[config.mk]
export PLATFORM = sky130hd
export DESIGN_NAME = layer_sequencer
export DESIGN_NICKNAME = d
export VERILOG_FILES = /design/src/rtl/layer_sequencer.sv
export SDC_FILE = /design/constraint.sdc
export NUM_CORES = 1
export LEC_CHECK = 0
export CAP_MARGIN = 20
export CORE_MARGIN = 1.5
export CORE_UTILIZATION = 25
export CTS_BUF_LIST = sky130_fd_sc_hd__clkbuf_4 sky130_fd_sc_hd__clkbuf_8 sky130_fd_sc_hd__clkbuf_16
export CTS_CLUSTER_DIAMETER = 120
export CTS_CLUSTER_SIZE = 28
export DETAILED_ROUTE_END_ITERATION = 6
export PLACE_DENSITY = 0.38
export SETUP_SLACK_MARGIN = 0.02
export SLEW_MARGIN = 20
export SYNTH_ARGS = -nofsm -noshare
export SYNTH_HDL_FRONTEND = slang
export SYNTH_SLANG_ARGS = --single-unit
export TNS_END_PERCENT = 10
[constraint.sdc]
create_clock -name clk -period 6 [get_ports clk]
set_input_delay 1.2 -clock clk [delete_from_list [all_inputs] [get_ports clk]]
set_output_delay 1.2 -clock clk [all_outputs]
set_load 0.02 [all_outputs]
[src/rtl/layer_sequencer.sv]
// Walks a software-written descriptor table of conv layers: weight-load handshake, then compute handshake, per layer.
// Define LAYER_SEQ_TIMEOUT_EN to bound both handshake waits and expose a sticky timeout flag.
module layer_sequencer #(
  parameter int MAX_LAYERS = 16,
  parameter int IDX_W      = 4,
  parameter int DESC_W     = 32
`ifdef LAYER_SEQ_TIMEOUT_EN
  , parameter int unsigned TIMEOUT_CYCLES = 32'd1048576
`endif
) (
  input  logic              clk,
  input  logic              rst,
  input  logic              cfg_wr_en,
  input  logic [IDX_W-1:0]  cfg_wr_idx,
  input  logic [DESC_W-1:0] cfg_wr_data,
  input  logic [IDX_W:0]    num_layers,
  input  logic              start,
  input  logic              abort,
  input  logic              write_weight_finish,
  input  logic              layer_finish,
  output logic              weight_load_req,
  output logic              layer_start,
  output logic [1:0]        operation,
  output logic [4:0]        kernel_size,
  output logic [11:0]       input_channel_size,
  output logic [11:0]       output_channel_size,
  output logic [IDX_W-1:0]  cur_layer,
  output logic              busy,
  output logic              done,
  output logic              aborted
`ifdef LAYER_SEQ_TIMEOUT_EN
  , output logic            timeout
`endif
);

  typedef enum logic [2:0] {
    S_IDLE, S_FETCH, S_WLOAD, S_WWAIT, S_RUN, S_RWAIT, S_NEXT
  } state_e;

  localparam logic [IDX_W:0] MAX_CNT = (IDX_W+1)'(MAX_LAYERS);

  state_e              state_q, state_d;
  logic [DESC_W-1:0]   desc_mem [MAX_LAYERS];
  logic [IDX_W:0]      count_q, count_d;
  logic [IDX_W-1:0]    cur_q, cur_d;
  logic                done_q, done_d;
  logic                aborted_q, aborted_d;
  logic [1:0]          op_q;
  logic [4:0]          ksize_q;
  logic [11:0]         ich_q, och_q;
  logic [IDX_W:0]      num_clamped;
  logic                start_ok, abort_ok, wait_expired, last_layer;
  logic                rsvd_unused;

  // The reserved descriptor bit is stored but has no consumer.
  assign rsvd_unused = ^cfg_wr_data[DESC_W-1:31];

  assign start_ok    = (state_q == S_IDLE) && start;
  assign abort_ok    = (state_q != S_IDLE) && (abort || wait_expired);
  assign num_clamped = (num_layers > MAX_CNT) ? MAX_CNT : num_layers;
  assign last_layer  = ({1'b0, cur_q} == (count_q - 1'b1));

`ifdef LAYER_SEQ_TIMEOUT_EN
  logic [31:0] wait_cnt_q;
  logic        timeout_q, timeout_d;

  // Counter restarts in the single cycle that precedes each wait state.
  always_ff @(posedge clk) begin
    if (rst) begin
      wait_cnt_q <= '0;
    end else if (state_q == S_WLOAD || state_q == S_RUN) begin
      wait_cnt_q <= '0;
    end else if (state_q == S_WWAIT || state_q == S_RWAIT) begin
      wait_cnt_q <= wait_cnt_q + 32'd1;
    end
  end

  assign wait_expired = (wait_cnt_q == (TIMEOUT_CYCLES - 32'd1)) &&
                        ((state_q == S_WWAIT && !write_weight_finish) ||
                         (state_q == S_RWAIT && !layer_finish));
  assign timeout = timeout_q;
`else
  assign wait_expired = 1'b0;
`endif

  // Descriptor table: writable only while idle, never reset.
  always_ff @(posedge clk) begin
    if (cfg_wr_en && state_q == S_IDLE) begin
      desc_mem[cfg_wr_idx] <= cfg_wr_data;
    end
  end

  always_ff @(posedge clk) begin
    if (rst) begin
      op_q    <= '0;
      ksize_q <= '0;
      ich_q   <= '0;
      och_q   <= '0;
    end else if (state_q == S_FETCH) begin
      {och_q, ich_q, ksize_q, op_q} <= desc_mem[cur_q][30:0];
    end
  end

  always_ff @(posedge clk) begin
    if (rst) begin
      state_q   <= S_IDLE;
      count_q   <= '0;
      cur_q     <= '0;
      done_q    <= 1'b0;
      aborted_q <= 1'b0;
`ifdef LAYER_SEQ_TIMEOUT_EN
      timeout_q <= 1'b0;
`endif
    end else begin
      state_q   <= state_d;
      count_q   <= count_d;
      cur_q     <= cur_d;
      done_q    <= done_d;
      aborted_q <= aborted_d;
`ifdef LAYER_SEQ_TIMEOUT_EN
      timeout_q <= timeout_d;
`endif
    end
  end

  always_comb begin
    state_d = state_q;
    unique case (state_q)
      S_IDLE:  if (start && num_layers != '0) state_d = S_FETCH;
      S_FETCH: state_d = S_WLOAD;
      S_WLOAD: state_d = S_WWAIT;
      S_WWAIT: if (write_weight_finish) state_d = S_RUN;
      S_RUN:   state_d = S_RWAIT;
      S_RWAIT: if (layer_finish) state_d = S_NEXT;
      S_NEXT:  state_d = last_layer ? S_IDLE : S_FETCH;
      default: state_d = S_IDLE;
    endcase
    if (abort_ok) state_d = S_IDLE;
  end

  always_comb begin
    count_d   = count_q;
    cur_d     = cur_q;
    done_d    = 1'b0;
    aborted_d = aborted_q;
`ifdef LAYER_SEQ_TIMEOUT_EN
    timeout_d = timeout_q;
`endif
    if (start_ok) begin
      aborted_d = 1'b0;
`ifdef LAYER_SEQ_TIMEOUT_EN
      timeout_d = 1'b0;
`endif
      if (num_layers == '0) begin
        done_d = 1'b1;
      end else begin
        count_d = num_clamped;
        cur_d   = '0;
      end
    end
    if (state_q == S_NEXT && !abort_ok) begin
      if (last_layer) done_d = 1'b1;
      else            cur_d  = cur_q + 1'b1;
    end
    // An expired wait reports as timeout rather than abort.
    if (abort_ok) begin
`ifdef LAYER_SEQ_TIMEOUT_EN
      if (wait_expired) timeout_d = 1'b1;
      else              aborted_d = 1'b1;
`else
      aborted_d = 1'b1;
`endif
    end
  end

  always_comb begin
    weight_load_req = (state_q == S_WLOAD);
    layer_start     = (state_q == S_RUN);
    busy            = (state_q != S_IDLE);
  end

  assign operation           = op_q;
  assign kernel_size         = ksize_q;
  assign input_channel_size  = ich_q;
  assign output_channel_size = och_q;
  assign cur_layer           = cur_q;
  assign done                = done_q;
  assign aborted             = aborted_q;

endmodule

* Yosys cells after proc, flatten, opt, wreduce, memory -nomap -nowiden
Memories as Yosys holds them, arrays and structs flattened. A register that Yosys moved wholly into a read port is not among the register bits.
Cells that the tools add are included.
Widths: inputs -> output; s select.
** Cells by class
- Muxes and demuxes :: 18
- Equality and inequality tests :: 10
- Reductions and logical operators :: 14
- $add $sub $neg :: 2
- Bitwise operators :: 1
- $lt $le $gt $ge :: 1
** Operators with widths (number)
- $pmux 3 s7 :: 1
- $mux 4 :: 4
- $eq 3x3->1 const B :: 3
- $mux 1 :: 9
- $mux 3 :: 3
- $eq 3x2->1 const B :: 2
- $eq 4x5->1 :: 1
- $gt 5x5->1 const B :: 1
- $logic_and 1x1->1 :: 5
- $logic_not 5->1 :: 1
- $mux 5 :: 1
- $reduce_bool 5->1 :: 1
- $sub 5x1->5 const B :: 1
- $add 4x1->4 const B :: 1
- $ne 2x2->1 const B :: 2
- $eq 3x1->1 const B :: 1
- $logic_not 3->1 :: 1
- $reduce_and 3->1 :: 1
- $reduce_bool 3->1 :: 1
- $ne 2x1->1 const B :: 1
- $reduce_and 2->1 :: 1
- $reduce_bool 2->1 :: 1
- $reduce_or 2->1 :: 1
- $logic_not 1->1 :: 1
- $not 1->1 :: 1
** Word-level totals
- Word-level logic and storage cells :: 52
- Input bits :: 48
- Memories kept :: 1
- Output and inout port bits :: 40
- Flip-flop bits (word level) :: 14
- RAM bits :: 512
** Memory list
- desc_mem :: words 16, bits a word 32, read ports 1, clocked after Yosys merged registers in 1, write ports 1, RTL line 43 : logic [DESC_W-1:0] desc_mem [MAX_LAYERS];

* Longest topological paths before layout
- Depth in word-level cells :: 5
- Depth in mapped cells :: 7
- Gate-level depth less buffers :: 7

* Worst setup path before layout
OpenSTA, ideal clock, no wires.
- Path type :: input to register
- Start point :: input cfg_wr_en
- End point :: memory desc_mem[0][0], enable pin
- Path slack :: 1.761 ns
- Path buffers :: 0
- Arrival :: 3.781 ns
- Data required time :: 5.542 ns
- Setup time :: 0.458 ns
- Stages :: 3
- Cell sequence :: nand2_1 -> or3_1 -> nor3_1
** On the way
- Cells in the longest elaborated chain, start to end :: 3
** Ends and longest elaborated chain
- start: declaration :: RTL line 13 : input logic cfg_wr_en,
- $logic_and 1x1->1 :: RTL line 88 : if (cfg_wr_en && state_q == S_IDLE) begin
- $mux 1 :: RTL line 88
- $mux 1 (implied by the code) :: RTL line 89 : desc_mem[cfg_wr_idx] <= cfg_wr_data;
- end: declaration :: RTL line 43
No other way between the ends.

* Worst setup path after layout
- Start point :: register state_q[2]
- End point :: output busy
** On the way
- Cells in the longest elaborated chain, start to end :: 1
** Ends and longest elaborated chain
- start: declaration :: RTL line 42 : state_e state_q, state_d;
- start signal: assignment :: RTL line 115 : state_q <= state_d;
- $reduce_bool 3->1 :: RTL line 179 : busy = (state_q != S_IDLE);
- end: declaration :: RTL line 28 : output logic busy,
No other way between the ends.

==> impl_metrics.json <==
{
  "fill_cells": 7906,
  "io_pins": 88,
  "crit_family": "buffers and inverters",
  "ctsResizeCount": 0,
  "clk_pin_slew_worst_paths_ps": 110,
  "worstSetupPathType": "reg -> out",
  "hold_buffers": 0,
  "ant_nets": 0,
  "yosysSeqAreaShare": 0.7700,
  "num-nets-final": 1117,
  "status": "finished, violations left",
  "vias": 9497,
  "core_mm2": 0.08081,
  "rows": 104,
  "numPortBuffers": 86,
  "yosysWarnings": 0,
  "finalCriticalPeriod_ps": 3527,
  "max_freq_mhz": 283.5,
  "yosys_most_used_dff": "edfxtp_1",
  "ys_ff_latch": 541,
  "power_density_mw_per_mm2": 272.5,
  "dp_hpwl_um": 27610,
  "antenna_found_initial": 1,
  "synth_top_area_cell": "edfxtp_1",
  "post_cts_buffers": 0,
  "clock_sinks": 541,
  "crit_slowest_cell": "nor3_1",
  "skew_ps": 18.39,
  "tightest_slew_ps": 1030,
  "place_congestion": 0.6677,
  "whs_ps": 481.4,
  "routed_wl_um": 49660,
  "cts_max_level": 1,
  "firstDrtPassIters": 6,
  "synth_top_cell_area_share": 0.7261,
  "maxCapViolations": 0,
  "drt-initial-drc-count": 614,
  "grt_pass1_vias": 10310,
  "cts_buffers": 23,
  "clk_path_buf_depth": 3,
  "synth_area_leaders": "edfxtp_1 (73%), mux4_2 (14%), dfxtp_1 (4.4%), mux2i_1 (3.0%), nor2_1 (0.99%)",
  "violations": "DRC",
  "async_reset_ff_frac": 0,
  "viasPerCell": 4.428,
  "synth_common_cells": "edfxtp_1 (496), mux4_2 (124), mux2i_1 (62)",
  "rsz0062_at_grt": "no",
  "avgSynthCellArea_um2": 20.91,
  "worst_ep_required_time_ps": 4800,
  "ctsRootBufferMaster": "clkbuf_16",
  "synth_edf_count": 496,
  "syn_inst": 981,
  "track_usage": 0.1203,
  "path_cells": "nor3_1 > inv_1 > clkdlybuf4s50_1",
  "dieArea_mm2": 0.08378,
  "leakagePower_uw": 0.006716,
  "fin_tns_setup_ps": 0,
  "wire_per_inst_um": 23.15,
  "place_area_mm2": 0.02283,
  "slew_violations": 0,
  "hold_viol_final": 0,
  "cp-end-kind": "primary output",
  "overflow": 0,
  "vdd.ir_drop.worst_mv": 0.1835,
  "cts_tree": "yes",
  "initial_utilization": 0.2538,
  "die_y_um": 289.4,
  "yosysMostFrequentCell": "edfxtp_1",
  "synth_nets": 1031,
  "relSlewSlack": 0.3107,
  "chipWidth_um": 289.4,
  "hold_path.class": "reg -> reg",
  "final_util": 0.2915,
  "clk-insertion-delay-late_ps": 600,
  "crit_buf_inv": 2,
  "fin_crit_sh": 0.5878,
  "start_kind": "register",
  "grt_pass1_wl_um": 73150,
  "ys_types": 40,
  "synth_area_mm2": 0.02051,
  "grt_max_degree": 57,
  "area_delta_synth_final_pct": 14.83,
  "setup_viol": 0,
  "post-route-drc-count": 2,
  "worstPathMaxFanout": 11,
  "slowest_delay_ps": 620,
  "design_area_mm2": 0.02355,
  "drive_gt1_frac": 0.2022,
  "critical_path_arrival_ps": 2330
}
## layout make-up
cell class / count / area (um2) / area share
diodes: 2 / 5.005 / 0.0002125
repair buffers: 113 / 1076 / 0.04568
well taps: 1060 / 1326 / 0.05631
inverters: 6 / 22.52 / 0.0009562
flip-flops and latches: 541 / 15810 / 0.6711
multi-input cells: 382 / 4601 / 0.1953
clock inverters: 3 / 28.78 / 0.001222
clock buffers: 38 / 688.2 / 0.02922
## flip-flops by register name (all words and copies together), names as in the netlist
register / count
cur_layer: 4
output_channel_size: 12
state_q: 3
aborted: 1
operation: 2
desc_mem: 496
input_channel_size: 12
kernel_size: 5
count_q: 5
done: 1
## report_power, final
part | internal (uW) | leakage (uW) | total, uW | switching, uW
Combinational | 85.8 | 0.00150 | 250 | 164
Clock | 811 | 0.000368 | 1980 | 1170
Sequential | 4170 | 0.00484 | 4190 | 21.8
Total | 5060 | 0.00672 | 6420 | 1360
## layout by cell type (no fill, tap or decap), types with 5 or more instances in the layout
cell | synthesis | final
edfxtp_1 | 496 | 496
mux4_2 | 124 | 124
clkdlybuf4s50_1 | 0 | 86
mux2i_1 | 62 | 62
dfxtp_1 | 45 | 42
nor2_1 | 54 | 41
a21oi_1 | 39 | 39
o21ai_0 | 33 | 33
buf_4 | 0 | 26
clkbuf_16 | 0 | 23
clkbuf_4 | 0 | 15
nor2_4 | 0 | 13
nand2_1 | 12 | 11
inv_1 | 6 | 6
xnor2_1 | 5 | 5
nand3b_1 | 5 | 5
## worst paths after layout
check                                                          start                                   end  slack (ps)  cells after the start
worst min-delay path            output_channel_size[11]$_SDFFE_PP0P_  output_channel_size[11]$_SDFFE_PP0P_         480                      2
worst min register to register  output_channel_size[11]$_SDFFE_PP0P_  output_channel_size[11]$_SDFFE_PP0P_         480                      2
worst max-delay path                         state_q[2]$_SDFFE_PP0P_                                  busy        2470                      3
worst max register to register               state_q[2]$_SDFFE_PP0P_             desc_mem[13][5]$_DFFE_PP_        2700                      4
## routing by layer
metal,up-vias,wire [um],global-route usage
met4,0,603,0.02005
met2,118,23140,0.1911
met3,33,1197,0.01299
met1,5165,24720,0.1797
li1,4181,-,-
met5,-,0,0
## cells by family (layout without fill, tap and decap cells)
kind of cell             count (synthesis)  in the layout  share of synthesized area
AO/OA/AOI/OAI                           87             87                    0.02470
adder cells (fa/ha/maj)                  2              2                   0.001220
multiplexers                           187            187                     0.1670
AND/OR/NAND/NOR                        101            101                    0.02300
buffers and inverters                   58            160                    0.01196
other                                    0              2                          0
flip-flops                             541            541                     0.7700
XOR/XNOR                                 5              5                   0.002135
## worst register-to-register path, stage by stage (launching register included)
cell	delay, ps
dfxtp_1	430
nor3_1	620
nand4_1	530
nor2_4	930
buf_4	450
## stage by stage
| step | setup slack (ps) | cells | total power, uW |
|---|---|---|---|
| after global routing | 2298 | 2143 | 6648 |
| after detailed placement | 2015 | 2102 | 4533 |
| after global placement | 1978 | 2102 | 4527 |
| after CTS | 2427 | 2143 | 6524 |
| final | 2473 | 2145 | 6417 |
| after floorplan | 1761 | 981 | 4361 |
Note: power is estimated with default switching activity, not from simulation.
